## src/rtl/data_ex_mc.sv

```systemverilog
// rtl/data_ex_mc.sv - execute stage: forwarding, ALU with NZVC flags, CBZ bypass, branch adder, iterative multiplier
module data_ex_mc #(
  parameter int WIDTH        = 64,
  parameter int BITS_PER_CYC = 4
) (
  input  logic             clk,
  input  logic             reset,
  input  logic             in_valid,
  input  logic [WIDTH-1:0] op_a,
  input  logic [WIDTH-1:0] op_b,
  input  logic [WIDTH-1:0] imm,
  input  logic [WIDTH-1:0] pc,
  input  logic [WIDTH-1:0] br_offset,
  input  logic [2:0]       alu_op,
  input  logic             alu_src,
  input  logic [1:0]       forward_a,
  input  logic [1:0]       forward_b,
  input  logic [WIDTH-1:0] fwd_mem,
  input  logic [WIDTH-1:0] fwd_wb,
  input  logic             set_flags,
  input  logic             cbz,
  input  logic             is_mul,
  output logic [WIDTH-1:0] result,
  output logic             result_valid,
  output logic             busy,
  output logic [3:0]       flags,
  output logic             zero_now,
  output logic [WIDTH-1:0] branch_target
);
  localparam int N  = WIDTH / BITS_PER_CYC;
  localparam int CW = $clog2(N + 1);

  typedef enum logic {IDLE, RUN} state_t;

  state_t           state;
  logic [CW-1:0]    count;
  logic [WIDTH-1:0] mcand, mplier, acc;
  logic [WIDTH-1:0] opa, opb_fwd, opb, bx, alu_res, partial, acc_next;
  logic [WIDTH:0]   addsub;
  logic             sub, arith, v_flag, c_flag;
  logic [3:0]       new_flags;

  function automatic logic [WIDTH-1:0] fwd_sel(input logic [1:0] sel, input logic [WIDTH-1:0] regv,
                                               input logic [WIDTH-1:0] mem, input logic [WIDTH-1:0] wb);
    case (sel)
      2'b01:   fwd_sel = wb;
      2'b10:   fwd_sel = mem;
      default: fwd_sel = regv;
    endcase
  endfunction

  // Forwarding is applied before the immediate select, so imm always wins over a forward.
  assign opa     = fwd_sel(forward_a, op_a, fwd_mem, fwd_wb);
  assign opb_fwd = fwd_sel(forward_b, op_b, fwd_mem, fwd_wb);
  assign opb     = alu_src ? imm : opb_fwd;

  assign sub    = (alu_op == 3'b011);
  assign bx     = sub ? ~opb : opb;
  assign addsub = {1'b0, opa} + {1'b0, bx} + {{WIDTH{1'b0}}, sub};

  always_comb begin
    alu_res = opb;
    arith   = 1'b0;
    case (alu_op)
      3'b010, 3'b011: begin alu_res = addsub[WIDTH-1:0]; arith = 1'b1; end
      3'b100:  alu_res = opa & opb;
      3'b101:  alu_res = opa | opb;
      3'b110:  alu_res = opa ^ opb;
      default: alu_res = opb;
    endcase
  end

  assign v_flag    = arith & (opa[WIDTH-1] == bx[WIDTH-1]) & (alu_res[WIDTH-1] != opa[WIDTH-1]);
  assign c_flag    = arith & addsub[WIDTH];
  assign new_flags = {alu_res[WIDTH-1], (alu_res == '0), v_flag, c_flag};

  assign zero_now      = cbz ? (alu_res == '0) : flags[2];
  assign branch_target = pc + (br_offset << 2);

  // One radix-2^BITS_PER_CYC digit of the multiplier against the pre-shifted multiplicand.
  always_comb begin
    partial = '0;
    for (int j = 0; j < BITS_PER_CYC; j++) begin
      if (mplier[j]) partial = partial + (mcand << j);
    end
  end
  assign acc_next = acc + partial;

  always_ff @(posedge clk or posedge reset) begin
    if (reset) begin
      state        <= IDLE;
      count        <= '0;
      mcand        <= '0;
      mplier       <= '0;
      acc          <= '0;
      result       <= '0;
      result_valid <= 1'b0;
      busy         <= 1'b0;
      flags        <= 4'b0000;
    end else begin
      result_valid <= 1'b0;
      case (state)
        IDLE: begin
          if (in_valid) begin
            if (is_mul) begin
              mcand  <= opa;
              mplier <= opb;
              acc    <= '0;
              count  <= '0;
              busy   <= 1'b1;
              state  <= RUN;
            end else begin
              result       <= alu_res;
              result_valid <= 1'b1;
              if (set_flags) flags <= new_flags;
            end
          end
        end
        RUN: begin
          acc    <= acc_next;
          mcand  <= mcand << BITS_PER_CYC;
          mplier <= mplier >> BITS_PER_CYC;
          count  <= count + CW'(1);
          if (count == CW'(N - 1)) begin
            result       <= acc_next;
            result_valid <= 1'b1;
            busy         <= 1'b0;
            count        <= '0;
            state        <= IDLE;
          end
        end
        default: state <= IDLE;
      endcase
    end
  end
endmodule

```

## config.mk

```make
export PLATFORM = sky130hd
export DESIGN_NAME = data_ex_mc
export DESIGN_NICKNAME = d
export VERILOG_FILES = /design/src/rtl/data_ex_mc.sv
export SDC_FILE = /design/constraint.sdc
export NUM_CORES = 2
export LEC_CHECK = 0
export BUFFER_PORTS_ARGS = -buffer_cell sky130_fd_sc_hd__buf_2
export CAP_MARGIN = 10
export CELL_PAD_IN_SITES_DETAIL_PLACEMENT = 1
export CELL_PAD_IN_SITES_GLOBAL_PLACEMENT = 2
export CORE_ASPECT_RATIO = 2
export CORE_UTILIZATION = 31
export CTS_BUF_LIST = sky130_fd_sc_hd__clkbuf_8
export DETAILED_ROUTE_END_ITERATION = 16
export GPL_TIMING_DRIVEN = 0
export PLACE_DENSITY_LB_ADDON = 0.1
export SYNTH_ARGS = -nofsm -noshare
export SYNTH_HDL_FRONTEND = slang
export SYNTH_SLANG_ARGS = --single-unit
```

## constraint.sdc

```tcl
create_clock -name clk -period 10.8 [get_ports clk]
set_input_delay 0.54 -clock clk [delete_from_list [all_inputs] [get_ports clk]]
set_output_delay 0.54 -clock clk [all_outputs]
set_load 0.01 [all_outputs]
```

Word-level counts from Yosys, hierarchy flattened
Index checks and enable logic that the tools add are counted.

Logic and storage cells: 88. RAM bits: 0. Output and inout bits: 135. ROM bits: 0. Latch bits: 0. Memories: 0. Input bits: 462. Register bits: 268.

Multiplexer cells: 40. Reduce and logical (&&, ||, !) cells: 6. $add $sub $neg: 8. Div/mod/pow operators: 0. Equality and inequality tests: 16. $lt $le $gt $ge: 0. $mul: 0. Bitwise gates (word level): 9. Shifts and indexed selects: 0.

Operator list (count): $mux 64 (15); $pmux 64 s2 (6); $add 64x64->64 (5); $pmux 64 s4 (1); $add 64x64->65 (1); $add 65x1->65 (1); $and 64x64->64 (1); $logic_not 64->1 (1); $not 64->64 (1); $or 64x64->64 (1); $xor 64x64->64 (1); $mux 5 (3); $mux 1 (11); $pmux 5 s2 (1); $eq 3x3->1 const B (3); $eq 3x2->1 const B (2); $ne 2x2->1 const B (3); $pmux 1 s2 (3); $reduce_and 3->1 (2); $add 5x1->5 const B (1); $eq 5x4->1 const B (1); $eq 2x1->1 const B (2); $eq 2x2->1 const B (2); $reduce_and 4->1 (1); other kinds (7) (10).

Depth between registers and ports, before layout
Word-level depth: 11. Mapped depth: 62. Depth with buffers taken out: 56.

Worst setup path after synthesis
OpenSTA, ideal clock, no wires.

Kind: register to register. Start: register mplier[0]. End: register result[62]. Arrival: 11.058 ns. Data required time: 10.723 ns. Stages on the path, launching flop included: 59. Slack: -0.335 ns. Clock period less this slack: 11.135 ns. Setup time: 0.077 ns. Buffers on the path: 5. Cell sequence: dfrtp_1 > clkbuf_1 > clkbuf_1 > clkbuf_1 > clkbuf_1 > clkbuf_1 > nand2_1 > inv_1 > ha_1 > inv_1 > fa_1 > o21ai_0 > a2111oi_0 > o211ai_1 > a31o_2 > a21boi_0 > o21ai_0 > a21oi_1 > (+23 left out) > nand2_1 > o21a_1 > ha_1 > a21o_1 > a2111oi_0 > a31oi_1 > nor3_1 > nand3b_1 > o21bai_1 > o211ai_1 > a41o_1 > a211o_1 > a21oi_1 > nor2_1 > a311oi_1 > xnor2_1 > nand2_1 > a21oi_1.

Cells in the longest elaborated chain, start to end: 10.

RTL lines: from (decl) (line 37) `logic [WIDTH-1:0] mcand, mplier, acc;`; from (signal assigned) (line 107) `mplier <= opb;`; from (signal assigned) (line 122) `mplier <= mplier >> BITS_PER_CYC;`; $mux 64 (*) (line 84) `if (mplier[j]) partial = partial + (mcand << j);`; $add 64x64->64 (line 84); $mux 64 (*) (line 84); $add 64x64->64 (line 84); $mux 64 (*) (line 84); $add 64x64->64 (line 84); $mux 64 (*) (line 84); $add 64x64->64 (*) (line 87) `assign acc_next = acc + partial;`; $mux 64 (*) (line 124) `if (count == CW'(N - 1)) begin`; $pmux 64 s2 (*) (line 102) `case (state)`; to (signal assigned) (line 113) `result <= alu_res;`; to (signal assigned) (line 125) `result <= acc_next;`; to (decl) (line 23) `output logic [WIDTH-1:0] result,`.

Every way passes the cells marked *; elsewhere a longest branch is shown, timed or not. The select of a mux whose other input is x is not followed. A chain may end at the register's enable or synchronous reset.

Worst setup path in the final report
Start: register mplier[1]. End: register result[60].

Cells in the longest elaborated chain, start to end: 8.

RTL lines (line): $mux 64 (*) (84); $add 64x64->64 (84); $mux 64 (*) (84); $add 64x64->64 (84); $mux 64 (*) (84); $add 64x64->64 (*) (87); $mux 64 (*) (124); $pmux 64 s2 (*) (102).

Marked as above.

==> qor.csv <==
metric,value,unit
initial_core_util,31.3,%
synth_xor_area_share,8.79,%
vdd_drop_max,0.000118,V
critical_path_buf_inv_count,5,
syn_area,0.0408,sq mm
hpwl,199000,microns
layout-drive-gt1-share,20.5,%
rsz0062_at_grt,yes,
finalCritPeriodShare,102,%
grt_pass1_vias,50258,
numCtsBuffers,35,
max_cap_viol_count,0,
path_max_fanout,10,
worstPathArrival,11570,ps
setup_viol,9,
holdPathStages,3,
area_growth,23.9,%
layout.cells.non_filler,8001,
cp_slowest_cell,dfrtp_1,
cts_max_path_buffers,3,
required,11350,ps
io_pins,597,
wl_per_cell,29.3,microns
dr.pass1.iters,7,
synth.avg_cell_area,7.45,sq um
synth_edf_count,0,
ys_warn_count,0,
cp-start-kind,flip-flop,
leakagePower,24.1,nW
setup_slack,-213,ps
antenna_left,0,
antenna_found_initial,7,
place_inst,7780,
worstMarginPinSlew,1440,ps
yosysSeqAreaShare,16.4,%
failed_checks,setup timing,
path_common_cell,a21oi_2,
synthAdderAreaFrac,15.7,%
vias_per_cell,5.84,
ys_async_sr_fraction,100,%
grt_start_max_net_pins,119,
finalMaxSlewViolations,0,
skew,43.9,ps
crit_type,reg -> reg,
power.density,200,mW/mm^2
fin_nets,7232,
slowest_delay,620,ps
cts_tree,yes,
clkLatencyLatePin,630,ps
ys_types,98,
timing.rr.start,mplier[1]$_DFFE_PP0P_,
hold_viol,0,
drt_iter0_markers,2377,
totalWireLength,234000,microns
vias,46761,
clk_pin_slew,80,ps
port_buffers,590,
syn_inst,5472,
fin_crit,11010,ps
holdWs,185,ps
min_path_type,in -> reg,
cts_htree_levels,2,
die_w,258,microns
synth_nets,6439,
cts_root_buffer,clkbuf_8,
outcome,finished with violations,
synth_compound_area_share,32.7,%
grt_usage,34.3,%
ys.flop_type,dfrtp_1,
cp_top_family,compound AO/OA/AOI/OAI gates,
rows,187,
reg2reg_to,result[60]$_DFFE_PP0P_,
grt-ovfl-total,0,
yosys.area_share.simple,16.4,%
gp_congestion,0.984,
drcViolationCount,0,
hold_start,set_flags,
ys_seq_elements,268,
die_y,515,microns
numClockSinks,268,
max_freq,90.8,MHz
slew_headroom,4.16,%
muxShareOfSynthArea,4.07,%
synth_top_family_by_area,compound AO/OA/AOI/OAI gates,
coreArea,0.130,sq mm
grt_pass1_wl,334000,microns
hold_path_end,flags[2]$_DFFE_PP0P_,
r2r_cells,48,
end_kind,flip-flop,
regToRegSetupSlack,-210,ps
dieArea,0.133,sq mm
==> Yosys cell counts (13+ instances only) <==
cell / n / area share (%)
inv_1: 312 / 2.9
a21o_1: 199 / 3.7
buf_2: 21 / 0.26
o21ai_1: 22 / 0.27
nand2b_1: 47 / 0.72
nand2_1: 490 / 4.5
and2_1: 45 / 0.69
or2_2: 13 / 0.20
a22oi_1: 206 / 3.8
xnor2_1: 235 / 5.0
buf_1: 40 / 0.37
ha_1: 499 / 15
o21ai_0: 410 / 5.0
a222oi_1: 35 / 0.86
a221o_1: 21 / 0.52
nor2_1: 397 / 3.7
mux2i_1: 60 / 1.5
o31ai_1: 30 / 0.55
o21a_1: 51 / 0.94
o21bai_1: 68 / 1.3
o211ai_1: 39 / 0.72
nor2b_1: 92 / 1.4
o22ai_1: 48 / 0.74
xor2_1: 174 / 3.7
or3_1: 15 / 0.23
and3_1: 39 / 0.60
nor3_1: 68 / 0.83
a211oi_1: 36 / 0.66
nand3_1: 86 / 1.1
a31oi_1: 62 / 0.95
nand4_1: 84 / 1.3
a21boi_0: 16 / 0.29
mux2_2: 78 / 2.2
dfrtp_1: 268 / 16
a21oi_1: 595 / 7.3
a22o_1: 30 / 0.64
clkbuf_1: 254 / 2.3
a221oi_1: 67 / 1.4
==> layout make-up <==
class	instances	area, sq um
clock inverters	23	241
plain buffers	304	1290
clock buffers	40	551
repair buffers	772	4580
well taps	1701	2130
flip-flops and latches	268	6710
multi-input cells	4568	33800
fillers	16281	79600
inverters	316	1190
diodes	9	22.5
==> worst max-delay path by stage <==
stage          depth (start not counted)             startpoint                endpoint  slack [ps]
4_1_cts                               58  mplier[0]$_DFFE_PP0P_  result[62]$_DFFE_PP0P_        -430
2_1_floorplan                         58  mplier[0]$_DFFE_PP0P_  result[62]$_DFFE_PP0P_           4
5_1_grt                               59  mplier[0]$_DFFE_PP0P_  result[60]$_DFFE_PP0P_        -610
6_report                              48  mplier[1]$_DFFE_PP0P_  result[60]$_DFFE_PP0P_        -210
3_5_place_dp                          61  mplier[0]$_DFFE_PP0P_  result[62]$_DFFE_PP0P_       -5150
3_3_place_gp                          58  mplier[0]$_DFFE_PP0P_  result[62]$_DFFE_PP0P_       -5030
==> cells in the final DEF, fill, tap and decap left out, types with 84 or more instances in the layout <==
cell type  instances
buf_4            143
a22oi_1          205
nand4_1           84
buf_2            616
inv_1            315
xnor2_1          223
a21o_1           198
dfrtp_1          267
a21oi_1          534
o21ai_0          366
nand2_1          472
xor2_1           170
nor2_1           380
clkbuf_1         216
nor2b_1           90
ha_1             451
==> cells by family (layout without fill, tap and decap cells) <==
family | Yosys count | count (layout)
AOI/OAI and AO/OA | 2072 | 2072
xor gates and xnor gates | 409 | 409
adders and majority gates | 507 | 507
buffers and inverters | 636 | 1455
DFF | 268 | 268
muxes | 146 | 146
other | 0 | 9
and+or+nand+nor | 1434 | 1434
==> through the flow <==
| step | power [mW] | setup slack, ps | cell area [sq um] | TNS, ps | util, % |
|---|---|---|---|---|---|
| 3_3_place_gp | 8.10 | -5030 | 45900 | -451190 | 35.3 |
| 6_report | 10.1 | -213 | 50500 | -969 | 38.8 |
| 5_1_grt | 10.7 | -609 | 50500 | -7640 | 38.8 |
| 4_1_cts | 9.64 | -432 | 48900 | -4490 | 37.6 |
| 3_5_place_dp | 8.24 | -5150 | 46100 | -266200 | 35.5 |
| 2_1_floorplan | 5.83 | 4.34 | 40800 | 0 | - |
==> tightest hold or removal path, stage by stage <==
cell     delay, ps
buf_2          110
nand4_1         60
o21ai_1         60
==> power by group <==
group          leakage (nW)  internal, mW  switching, mW  total [mW]
Sequential             3.40          1.41          0.586        2.00
Clock                 0.441         0.466          0.477       0.943
Combinational          20.3          2.78           4.37        7.15
Total                  24.1          4.66           5.43        10.1
==> what timing repair did <==
item,4_1_cts,5_1_grt
hold buffers,1,0
endpoints found under the setup margin,97,48
pin swaps,122,172
setup buffers,95,67
endpoints found under the hold margin,54,0
resized for setup,285,219
==> sequential cells by signal (all words and copies together) (netlist names) <==
register and count:
busy 1, result 64, count 5, mcand 64, acc 64, state 1, flags 4, mplier 64
result_valid 1
==> layer usage <==
| layer | global-route usage [%] | share of wire (%) | up-vias |
|---|---|---|---|
| li1 | - | - | 21694 |
| met2 | 65.5 | 52 | 1486 |
| met4 | 31.9 | 11 | 0 |
| met5 | 0 | 0 | - |
| met1 | 31.1 | 33 | 22920 |
| met3 | 3.84 | 3.4 | 661 |
No activity file was read; power rests on OpenSTA's default activity.
